--- src/rtl/hazard_forward_unit.sv ---
// Operand-forwarding select and load-use stall generator for the ID stage.
// Define HAZ_FORWARD_EN to enable forwarding; otherwise hazards are resolved purely by stalling.
module hazard_forward_unit #(
   parameter int REG_W  = 4,
   parameter int PC_REG = 15
) (
   input  logic             clk,
   input  logic             reset,
   input  logic             id_valid,
   input  logic [REG_W-1:0] id_rn,
   input  logic [REG_W-1:0] id_rm,
   input  logic [REG_W-1:0] id_rd,
   input  logic             id_use_rn,
   input  logic             id_use_rm,
   input  logic             id_use_rd,
   input  logic             id_we,
   input  logic             id_load,
   input  logic             flush,
   output logic [1:0]       sel_rn,
   output logic [1:0]       sel_rm,
   output logic [1:0]       sel_rd,
   output logic             stall
);

   logic [REG_W-1:0] ex_dst_q, ex_dst_d, mem_dst_q, wb_dst_q;
   logic             ex_we_q, ex_we_d, mem_we_q, wb_we_q;
   logic             bubble;

   logic [2:0][REG_W-1:0] src;
   logic [2:0]            use_src;
   logic [2:0]            hit_ex, hit_mem, hit_wb;
   logic [2:0][1:0]       sel_vec;

   assign src     = {id_rd, id_rm, id_rn};
   assign use_src = {id_use_rd, id_use_rm, id_use_rn};

   // Index 0 = Rn, 1 = Rm, 2 = Rd (store data). The PC is always read from the register file.
   generate
      for (genvar gi = 0; gi < 3; gi++) begin : g_src
         logic live;
         assign live        = use_src[gi] && (src[gi] != REG_W'(PC_REG));
         assign hit_ex[gi]  = live && ex_we_q  && (ex_dst_q  == src[gi]);
         assign hit_mem[gi] = live && mem_we_q && (mem_dst_q == src[gi]);
         assign hit_wb[gi]  = live && wb_we_q  && (wb_dst_q  == src[gi]);
`ifdef HAZ_FORWARD_EN
         always_comb begin
            sel_vec[gi] = 2'b00;
            if (hit_ex[gi])       sel_vec[gi] = 2'b01;
            else if (hit_mem[gi]) sel_vec[gi] = 2'b10;
            else if (hit_wb[gi])  sel_vec[gi] = 2'b11;
         end
`else
         assign sel_vec[gi] = 2'b00;
`endif
      end
   endgenerate

   assign sel_rn = sel_vec[0];
   assign sel_rm = sel_vec[1];
   assign sel_rd = sel_vec[2];

`ifdef HAZ_FORWARD_EN
   // Load data only becomes forwardable from MEM, so only the EX stage needs a load bit.
   logic ex_load_q, ex_load_d;
   assign stall = id_valid && !flush && ex_load_q && (|hit_ex);
`else
   assign stall = id_valid && !flush && (|(hit_ex | hit_mem | hit_wb));
`endif

   assign bubble = stall || flush || !id_valid;

   always_comb begin
      ex_dst_d  = id_rd;
      ex_we_d   = bubble ? 1'b0 : id_we;
`ifdef HAZ_FORWARD_EN
      ex_load_d = bubble ? 1'b0 : id_load;
`endif
   end

   always_ff @(posedge clk) begin
      if (reset) begin
         ex_dst_q  <= '0;
         mem_dst_q <= '0;
         wb_dst_q  <= '0;
         ex_we_q   <= 1'b0;
         mem_we_q  <= 1'b0;
         wb_we_q   <= 1'b0;
`ifdef HAZ_FORWARD_EN
         ex_load_q <= 1'b0;
`endif
      end else begin
         ex_dst_q  <= ex_dst_d;
         mem_dst_q <= ex_dst_q;
         wb_dst_q  <= mem_dst_q;
         ex_we_q   <= ex_we_d;
         mem_we_q  <= ex_we_q;
         wb_we_q   <= mem_we_q;
`ifdef HAZ_FORWARD_EN
         ex_load_q <= ex_load_d;
`endif
      end
   end

`ifndef HAZ_FORWARD_EN
   // Load flag only matters when forwarding; without it every hazard stalls regardless.
   logic unused_load;
   assign unused_load = id_load;
   logic unused_sink;
   always_ff @(posedge clk) begin
      if (reset) unused_sink <= 1'b0;
      else       unused_sink <= unused_load & unused_sink;
   end
`endif

endmodule
--- config.mk ---
export PLATFORM = sky130hd
export DESIGN_NAME = hazard_forward_unit
export DESIGN_NICKNAME = d
export VERILOG_FILES = /design/src/rtl/hazard_forward_unit.sv
export SDC_FILE = /design/constraint.sdc
export NUM_CORES = 1
export LEC_CHECK = 0
export BUFFER_PORTS_ARGS = -buffer_cell sky130_fd_sc_hd__buf_2
export CAP_MARGIN = 20
export CORE_AREA = 2 2 47 49
export DETAILED_ROUTE_END_ITERATION = 12
export DIE_AREA = 0 0 49 51
export PLACE_DENSITY = 0.76
export SETUP_SLACK_MARGIN = 0.3
export SLEW_MARGIN = 20
export SYNTH_ARGS = -nofsm -noshare
export SYNTH_HDL_FRONTEND = slang
export SYNTH_SLANG_ARGS = --single-unit
export TNS_END_PERCENT = 10
--- constraint.sdc ---
create_clock -name clk -period 1.8 [get_ports clk]
set_input_delay 0.36 -clock clk [delete_from_list [all_inputs] [get_ports clk]]
set_output_delay 0.36 -clock clk [all_outputs]
set_load 0.03 [all_outputs]
==> impl_metrics.json <==
{
  "design_area_mm2": 0.001245,
  "worstPathArrival_ns": 1.73,
  "rsz0062_at_grt": "true",
  "yosysTopAreaCell": "dfxtp_1",
  "finalWorstSetupSlack_ns": -0.2931,
  "grt_max_degree": 16,
  "grt_usage": 0.1919,
  "ys_ff_latch": 15,
  "ys_dominant_reg_cell": "dfxtp_1",
  "path_class": "reg2out",
  "yosysWarnings": 0,
  "placementRows": 17,
  "grt_pass1_vias": 818,
  "crit_path_start": "ex_dst_q[3]",
  "worst_r2r_endpoint": "ex_we_q",
  "ir_drop_mv": 0.4496,
  "switching_share": 0.2951,
  "drtPass1Iterations": 4,
  "critPathTopFamily": "simple AND/OR/NAND/NOR gates",
  "cp_max_fo": 4,
  "finalMaxSlewViolations": 0,
  "hold_class": "in2reg",
  "drive_gt1_frac": 0.4167,
  "cp_slowest_cell": "dfxtp_4",
  "nNetsFinal": 154,
  "portBuffers": 20,
  "ant_nets": 0,
  "crit_buf_inv": 2,
  "synth_commonest_cells": "24 x xor2_1, 15 x dfxtp_1, 11 x nor2b_1",
  "cp_slowest_stage_delay_ns": 0.39,
  "reg2reg_from": "ex_dst_q[3]",
  "core_mm2": 0.002063,
  "ios": 28,
  "first_iter_violations": 14,
  "p_sw_w": 0.0002075,
  "period_share": 1.163,
  "cap_violations": 0,
  "fin_crit_ns": 2.093,
  "cts_hold_buf": 0,
  "holdPathStages": 2,
  "violations": "setup timing",
  "n_antenna_cell": 0,
  "syn_area_um2": 963.4,
  "hold_viol_final": 0,
  "seq_power_share": 0.517,
  "vias_per_cell": 5.225,
  "die_h_um": 51,
  "vias": 836,
  "r2r_slack_ns": 0.35,
  "yosysSeqAreaShare": 0.3117,
  "fmax_ghz": 0.4778,
  "reg2regPathDepth": 6,
  "netlist_top_cells_area": "dfxtp_1 31%, xor2_1 22%, xnor2_1 8.2%",
  "placed_area_mm2": 0.001109,
  "cp_cell_sequence": "xnor2_2 > nand3_2 > nor4_4 > nor4_2 > buf_4 > a31oi_4 > buf_6",
  "start_util": 0.4669,
  "path_clk_slew_ns": 0.08,
  "synth_edf_count": 0,
  "path_depth": 7,
  "gp_congestion": 0.8672,
  "holdWs_ns": 0.3903,
  "clock_path_buffers": 2,
  "combPwrFrac": 0.227,
  "crit_required_ns": 1.44,
  "drcViolationCount": 0,
  "clock_power_share": 0.256,
  "p_int_w": 0.0004957,
  "finalSetupViolations": 1,
  "synth_cell_types": 25,
  "status": "finished with violations",
  "finalWirelength_mm": 2.364,
  "powerDensity_mw_per_mm2": 564.9,
  "cts_tree": "done",
  "start_kind": "flip-flop",
  "area_delta_synth_final_pct": 29.22,
  "die_x_um": 49,
  "die_area_mm2": 0.002499,
  "synth_most_common_cell": "xor2_1",
  "cts_made_buffers": 3,
  "antenna_found_initial": 0,
  "syn_area_per_cell_um2": 9.089,
  "grt-ovfl-total": 0,
  "post-dp-hpwl_mm": 1.787,
  "finClkSkew_ns": 0.003348,
  "cts.sinks": 15,
  "synthArstFlopShare": 0,
  "clkLatencyLatePin_ns": 0.27,
  "totalPowerFinal_w": 0.0007032,
  "grt_pass1_wl_mm": 3.622,
  "end_kind": "output port",
  "synth_top_area_frac": 0.3117,
  "post_drt_wl_per_cell_um": 14.78,
  "h-tree-depth": 1,
  "pre_cts_slack_ns": -0.2020,
  "root_buffer": "clkbuf_4",
  "fillers": 187,
  "synthCells": 106,
  "endpoint": "stall",
  "power_leakage_nw": 0.5064
}
logic make-up (layout without fill, tap and decap cells):
| group | count (synthesis) | in the layout | synth area share |
|---|---|---|---|
| flops | 15 | 15 | 0.3117 |
| buf+inv | 9 | 30 | 0.05844 |
| other cells | 1 | 6 | 0.003892 |
| simple gates | 43 | 43 | 0.2831 |
| xor+xnor | 33 | 33 | 0.3000 |
| compound gates | 5 | 5 | 0.04287 |
registers in the layout (all words and copies together), names as in the netlist:
signal / flops
wb_dst_q: 4
wb_we_q: 1
ex_dst_q: 4
mem_we_q: 1
mem_dst_q: 4
ex_we_q: 1
layout by cell type (no fill, tap or decap), types with 3 or more instances in the layout:
cell	instances
buf_2	19
clkbuf_4	3
xnor2_1	7
xor2_1	24
dfxtp_1	7
buf_4	4
nor2b_1	11
dfxtp_2	4
conb_1	6
nor4_2	7
dfxtp_4	4
nand4_1	6
nand2_1	5
power by group through the flow:
| stage | Sequential, W | Combinational (W) | Clock (W) |
|---|---|---|---|
| 2_1_floorplan | 0.000364 | 0.0000971 | 0 |
| 3_3_place_gp | 0.000372 | 0.000135 | 0 |
| 3_5_place_dp | 0.000372 | 0.000141 | 0 |
| 4_1_cts | 0.000363 | 0.000146 | 0.000184 |
| 5_1_grt | 0.000366 | 0.000173 | 0.000202 |
| 6_report | 0.000364 | 0.000159 | 0.000180 |
through the flow:
stage / utilization / TNS [ns] / instances
6_report: 0.6034 / -0.2931 / 160
5_1_grt: 0.6034 / -0.3662 / 160
4_1_cts: 0.5694 / -0.2615 / 159
3_5_place_dp: 0.5373 / -0.2020 / 155
3_3_place_gp: 0.5373 / -0.1552 / 155
2_1_floorplan: - / 0 / 111
per-layer routing:
| metal | wire, µm | up-vias | GRT usage |
|---|---|---|---|
| met5 | 0 | - | 0 |
| met4 | 9 | 0 | 0.1000 |
| met3 | 54 | 2 | 0.02047 |
| met2 | 1273 | 17 | 0.3584 |
| met1 | 1027 | 406 | 0.2156 |
| li1 | - | 411 | - |
area by class of cell:
class	instances	area, µm²	area share
well taps	28	35.03	0.02814
multi-input cells	87	719.4	0.5779
clock buffers	4	26.28	0.02111
flip-flops and latches	15	320.3	0.2573
inverters	2	7.507	0.006030
repair buffers	24	136.4	0.1095
repair_timing:
item                       in CTS  in global routing
pin swaps                       2                  4
gates resized for setup        10                 15
buffers inserted                0                  1
setup endpoints to repair       2                  2
how the worst min path moves through the flow:
| stage | from | to |
|---|---|---|
| after floorplan | reset | mem_we_q |
| after global placement | ex_dst_q[1] | mem_dst_q[1] |
| after detailed placement | ex_dst_q[1] | mem_dst_q[1] |
| after CTS | id_rd[3] | ex_dst_q[3] |
| after global routing | id_rd[2] | ex_dst_q[2] |
| final | id_rd[2] | ex_dst_q[2] |
worst register-to-register path, stage by stage, from the launching register on:
cell and delay (ns):
dfxtp_4 0.39, xnor2_2 0.16, nand3_2 0.12, nor4_4 0.26, nor4_2 0.08, buf_4 0.15, and4_1 0.18
Power figures use the tool's default switching activity.
